`src/rtl/controle_irrigacao.sv`:
```
// Irrigation sequencer: picks sprinkler or drip mode, loads the preset,
// counts MM:SS down in BCD and drives the matching valve.
module controle_irrigacao #(
  parameter logic [15:0] PRESET_ASP = 16'h5100,
  parameter logic [15:0] PRESET_GOT = 16'h0300
) (
  input  logic       clock,
  input  logic       reset,
  input  logic       umSegundo,
  input  logic       iniciar,
  input  logic       cancelar,
  input  logic [1:0] umidade,
  input  logic [2:0] nivelDagua,
  output logic       aspersao,
  output logic       gotejamento,
  output logic       alarmeAgua,
  output logic       concluido,
  output logic       ocupado,
  output logic [3:0] dezenaMinuto,
  output logic [3:0] unidadeMinuto,
  output logic [3:0] dezenaSegundos,
  output logic [3:0] unidadeSegundos,
  output logic [2:0] estado
);

  typedef enum logic [2:0] {
    OCIOSO  = 3'd0,
    CARREGA = 3'd1,
    ATIVO   = 3'd2,
    PAUSA   = 3'd3,
    FIM     = 3'd4
  } state_t;

  state_t      state, state_nx;
  logic        modo_asp, modo_asp_nx;
  logic [15:0] tempo, tempo_nx;
  logic        nivel_ok;
  logic        pedido_ok;
  logic        pedido;
  logic        ultimo;
  logic        unused_nivel;

  // The full-tank sensor is not needed by either mode.
  assign unused_nivel = nivelDagua[2];

  // Level check for the latched mode and for a start request.
  assign nivel_ok  = modo_asp ? nivelDagua[1] : nivelDagua[0];
  assign pedido    = iniciar && !umidade[1];
  assign pedido_ok = (umidade == 2'b00) ? nivelDagua[1] : nivelDagua[0];
  assign ultimo    = (tempo == 16'h0001);

  // One-second BCD decrement with the borrow chain through MM:SS.
  function automatic logic [15:0] dec_bcd(input logic [15:0] t);
    logic [15:0] r;
    r = t;
    if (t[3:0] != 4'd0) begin
      r[3:0] = t[3:0] - 4'd1;
    end else begin
      r[3:0] = 4'd9;
      if (t[7:4] != 4'd0) begin
        r[7:4] = t[7:4] - 4'd1;
      end else begin
        r[7:4] = 4'd5;
        if (t[11:8] != 4'd0) begin
          r[11:8] = t[11:8] - 4'd1;
        end else begin
          r[11:8]  = 4'd9;
          r[15:12] = t[15:12] - 4'd1;
        end
      end
    end
    return r;
  endfunction

  // Next state, mode latch and countdown value.
  always_comb begin
    state_nx    = state;
    modo_asp_nx = modo_asp;
    tempo_nx    = tempo;
    if (cancelar && state != OCIOSO) begin
      state_nx = OCIOSO;
      tempo_nx = '0;
    end else begin
      case (state)
        OCIOSO: begin
          if (pedido) begin
            state_nx    = CARREGA;
            modo_asp_nx = ~umidade[0];
          end
        end
        CARREGA: begin
          tempo_nx = modo_asp ? PRESET_ASP : PRESET_GOT;
          state_nx = nivel_ok ? ATIVO : PAUSA;
        end
        ATIVO: begin
          if (umSegundo) tempo_nx = dec_bcd(tempo);
          if (umSegundo && ultimo) state_nx = FIM;
          else if (!nivel_ok)      state_nx = PAUSA;
        end
        PAUSA: begin
          if (nivel_ok) state_nx = ATIVO;
        end
        FIM: begin
          state_nx = OCIOSO;
          tempo_nx = '0;
        end
        default: begin
          state_nx = OCIOSO;
          tempo_nx = '0;
        end
      endcase
    end
  end

  // State, countdown and registered valve/pulse outputs.
  always_ff @(posedge clock or negedge reset) begin
    if (!reset) begin
      state       <= OCIOSO;
      modo_asp    <= 1'b0;
      tempo       <= '0;
      aspersao    <= 1'b0;
      gotejamento <= 1'b0;
      concluido   <= 1'b0;
    end else begin
      state       <= state_nx;
      modo_asp    <= modo_asp_nx;
      tempo       <= tempo_nx;
      aspersao    <= (state_nx == ATIVO) && modo_asp_nx;
      gotejamento <= (state_nx == ATIVO) && !modo_asp_nx;
      concluido   <= (state_nx == FIM);
    end
  end

  // Alarm covers a paused run and a start request the tank cannot serve.
  always_comb begin
    alarmeAgua = (state == PAUSA) ||
                 ((state == OCIOSO) && pedido && !pedido_ok);
  end

  assign ocupado         = (state != OCIOSO);
  assign estado          = state;
  assign dezenaMinuto    = tempo[15:12];
  assign unidadeMinuto   = tempo[11:8];
  assign dezenaSegundos  = tempo[7:4];
  assign unidadeSegundos = tempo[3:0];

endmodule

```
`config.mk`:
```
export PLATFORM = sky130hd
export DESIGN_NAME = controle_irrigacao
export DESIGN_NICKNAME = d
export VERILOG_FILES = /design/src/rtl/controle_irrigacao.sv
export SDC_FILE = /design/constraint.sdc
export NUM_CORES = 1
export LEC_CHECK = 0
export CORE_MARGIN = 10
export CORE_UTILIZATION = 48
export DETAILED_ROUTE_END_ITERATION = 10
export PLACE_DENSITY = 0.79
export SLEW_MARGIN = 20
export SYNTH_ARGS = -nofsm -noshare
export SYNTH_HDL_FRONTEND = slang
export SYNTH_SLANG_ARGS = --single-unit
```
`constraint.sdc`:
```
create_clock -name clock -period 2.7 [get_ports clock]
set_input_delay 0.54 -clock clock [delete_from_list [all_inputs] [get_ports clock]]
set_output_delay 0.54 -clock clock [all_outputs]
set_load 0.005 [all_outputs]
```
==> metrics.md <==
| Metric | Value |
|---|---|
| WP data required | 2160 ps |
| Post-synthesis sequential area ratio | between 40% and 50% |
| # nets final | 192 |
| RSZ-0062 raised after global routing | no |
| Worst setup EP type | output pin |
| Crit path kind | flip-flop to output pin |
| Chip width | about 72 µm |
| PD cells | roughly 1100 nW/µm² |
| Post-DP HPWL | roughly 2500 µm |
| Lkg Pwr | around 0.74 nW |
| Data arrival time of the worst path | 2060 ps |
| Port Buf Inserts | 32 |
| Synth Area in Adders | 2.87% |
| Synth Instances | ~140 |
| Outcome | finished, final reports clean |
| Synthesized Nets | approximately 150 |
| Final wirelength | 3240 µm |
| N_diodes | 0 |
| Slew Limit Fails | 0 |
| Vias in the first global route | around 1100 |
| Drt initial violations | about 110 |
| Finish-stage setup viols | 0 |
| Max-Cap Viols | 0 |
| Critical Path Slowest Stage Cell | clkdlybuf4s50_1 |
| CP max FO | 8 |
| Layout area overhead | 32.9% |
| CTS Sinks | 23 |
| Worst-path clk slew | 130 ps |
| Final ANT Viol Nets | 0 |
| Remaining Overflow, GRT | 0 |
| Post-synthesis mux area share | between 4 and 5% |
| H-tree depth | 1 |
| VDD IR-drop max | about 0.0008 V |
| Row cnt | 18 |
| Vias | 1199 |
| Num CTS Buffers | 3 |
| Slew HR | around 70% |
| CORE AREA | approximately 2500 µm² |
| Initial antenna violation count | 0 |
| Achievable Freq | between 300 and 400 MHz |
| Synth Warn # | 0 |
| Die Height | roughly 72 µm |
| CP delay by family, top | simple AND/OR/NAND/NOR gates |
| Final Util | just under 70% |
| CP peak stage delay | ~500 ps |
| # IOs | 34 |
| Worst path cell trace | or3_1 > nor3b_2 > a32o_1 > clkdlybuf4s50_1 |
| Fin crit share | 96.2% |
| Largest family of logic cells by synthesized area | simple AND/OR/NAND/NOR gates |
| Synthesized flop and latch total | 23 |
| Die area | ~5200 µm² |
| Root Driver | clkbuf_4 |
| Startpoint Class | flip-flop |
| Setup_tns | 0 ps |
| Post-CTS Setup Inserts | 0 |
| Pin count of the biggest net entering global routing | 24 |
| Dpl cell area | ~1700 µm² |
| DRC Markers | 0 |
| Final hold vios | 0 |
| Final Skew | roughly 9 ps |
| Drt via density | between 5 and 6 |
| Clock buffer depth | 2 |
| Clk_lat worst skew | ~310 ps |
| CP Buf/Inv Count | 1 |
| CTS tree | built |
| Post-synthesis compound-gate area fraction | between 20 and 25% |
| Fin Hold WS | between 500 and 600 ps |
| Drt wl/cell | 15.6 µm |
| Post-Synth Simple-Gate Area | a little under a quarter |
| Share of cells above drive strength 1 | 14.6% |
| Tmin final | roughly 2600 ps |
| Xor and xnor area share after synthesis | about 1.3% |
| Post-CTS Hold Buffers | 0 |
| First drt pass iteration count | 4 |
| GRT Overall Usage | roughly an eighth |
| Slew @ Worst Pin | between 400 and 500 ps |
| Starting density of the core | between 50% and 60% |
| RePlAce Congestion | 0.867 |
| Mapped Avg Cell Area | roughly 9.5 µm² |
| Netlist cell types | 40 |
| Cts repair resizes | 0 |
| Mapped cell area | about 1300 µm² |
| Worst min-delay path class | input pin to asynchronous set/reset pin |
| First-pass GRT wire length | 5460 µm |
| Final design area excluding fillers | 1740 µm² |
[state kept, by name, summed over array words and instances (netlist names)]
name,count
estado,3
modo_asp,1
aspersao,1
tempo,16
gotejamento,1
concluido,1
[worst register-to-register path, cell delays in order (launching register included)]
cell	delay, ps
dfrtp_1	450
inv_1	90
ha_1	200
or3b_4	420
or3_4	410
or4_4	510
o311ai_2	250
[through the flow]
stage               cells  setup WS, ps  total power, mW
CTS                   208          14.4             1.87
global route          208          11.5             2.03
finish                208           103             1.85
global placement      204           241             1.66
detailed placement    204           154             1.69
floorplan             138           424             1.25
[final timing paths]
path / startpoint / to / slack (ps) / cells past startpoint
worst max-delay path: estado[1] / alarmeAgua / 100 / 4
worst min register to register: tempo[7] / tempo[7] / 590 / 2
min in group clock: tempo[7] / tempo[7] / 590 / 2
worst max register to register: tempo[8] / tempo[15] / 270 / 6
worst min-delay path: reset / gotejamento / 560 / 2
max in group asynchronous: reset / estado[1] / 1880 / 2
[cells in the mapped netlist]
cell type	number	share of area [%]
clkbuf_1	2	0.57
a211oi_1	1	0.57
or3_2	1	0.57
nand3_1	3	1.1
or4_4	2	1.7
mux2_2	4	3.4
and2_1	3	1.4
o21a_1	2	1.1
nor3_2	1	0.77
o2111ai_1	1	0.67
a21oi_1	10	3.8
mux2i_1	2	1.5
xnor2_1	1	0.67
o311ai_2	1	1.2
o21ai_1	1	0.38
a22o_2	1	0.77
nor3_1	3	1.1
or3_4	1	0.86
o2bb2ai_1	1	0.67
xor2_1	1	0.67
a32o_1	1	0.77
nand4_1	2	0.96
o41ai_1	2	1.3
a21oi_2	1	0.67
dfrtp_1	23	44
nand2b_1	3	1.4
nand2_1	8	2.3
a2bb2oi_1	1	0.67
a31oi_1	1	0.48
a22oi_1	1	0.57
inv_1	10	2.9
o31ai_1	1	0.57
or3b_4	2	1.7
nor2b_1	3	1.4
a22o_1	3	2.0
o21ai_0	11	4.2
nor2_1	14	4.0
nor3b_1	3	1.7
ha_1	3	2.9
or3_1	3	1.4
[cells by family (layout without fill, tap and decap cells)]
| kind of cell | after synthesis | after routing |
|---|---|---|
| simple gates | 52 | 52 |
| compound gates | 40 | 40 |
| flops | 23 | 23 |
| buf+inv | 12 | 52 |
| mux | 6 | 6 |
| fa+ha+maj | 3 | 3 |
| xor+xnor | 2 | 2 |
[area by class of cell]
class | instances | area (µm²)
Sequential cell | 23 | 577
Clock buffer | 3 | 22.5
Timing Repair Buffer | 38 | 365
Fill cell | 221 | 810
Clock inverter | 1 | 5.00
Inverter | 10 | 37.5
Tap cell | 30 | 37.5
Multi-Input combinational cell | 103 | 691
[power breakdown]
part	switching (mW)	internal (mW)	leakage, nW
Clock	0.104	0.0554	0.0177
Combinational	0.516	0.592	0.416
Sequential	0.130	0.457	0.305
[cell usage in the layout, fill, tap and decap left out, types with 4 or more instances in the layout]
master           instances
a21oi_1                 10
nand2_1                  8
buf_4                    6
dfrtp_1                 22
o21ai_0                 11
nor2_1                  14
inv_1                   10
mux2_2                   4
clkdlybuf4s50_1         32
[metal layers]
metal	track usage (%)	up-vias	wire length [µm]
met5	0	-	0
met4	2.15	0	21
met3	4.90	4	246
met2	21.8	36	1650
met1	14.8	566	1320
li1	-	593	-
(Power assumes the default switching activity.)
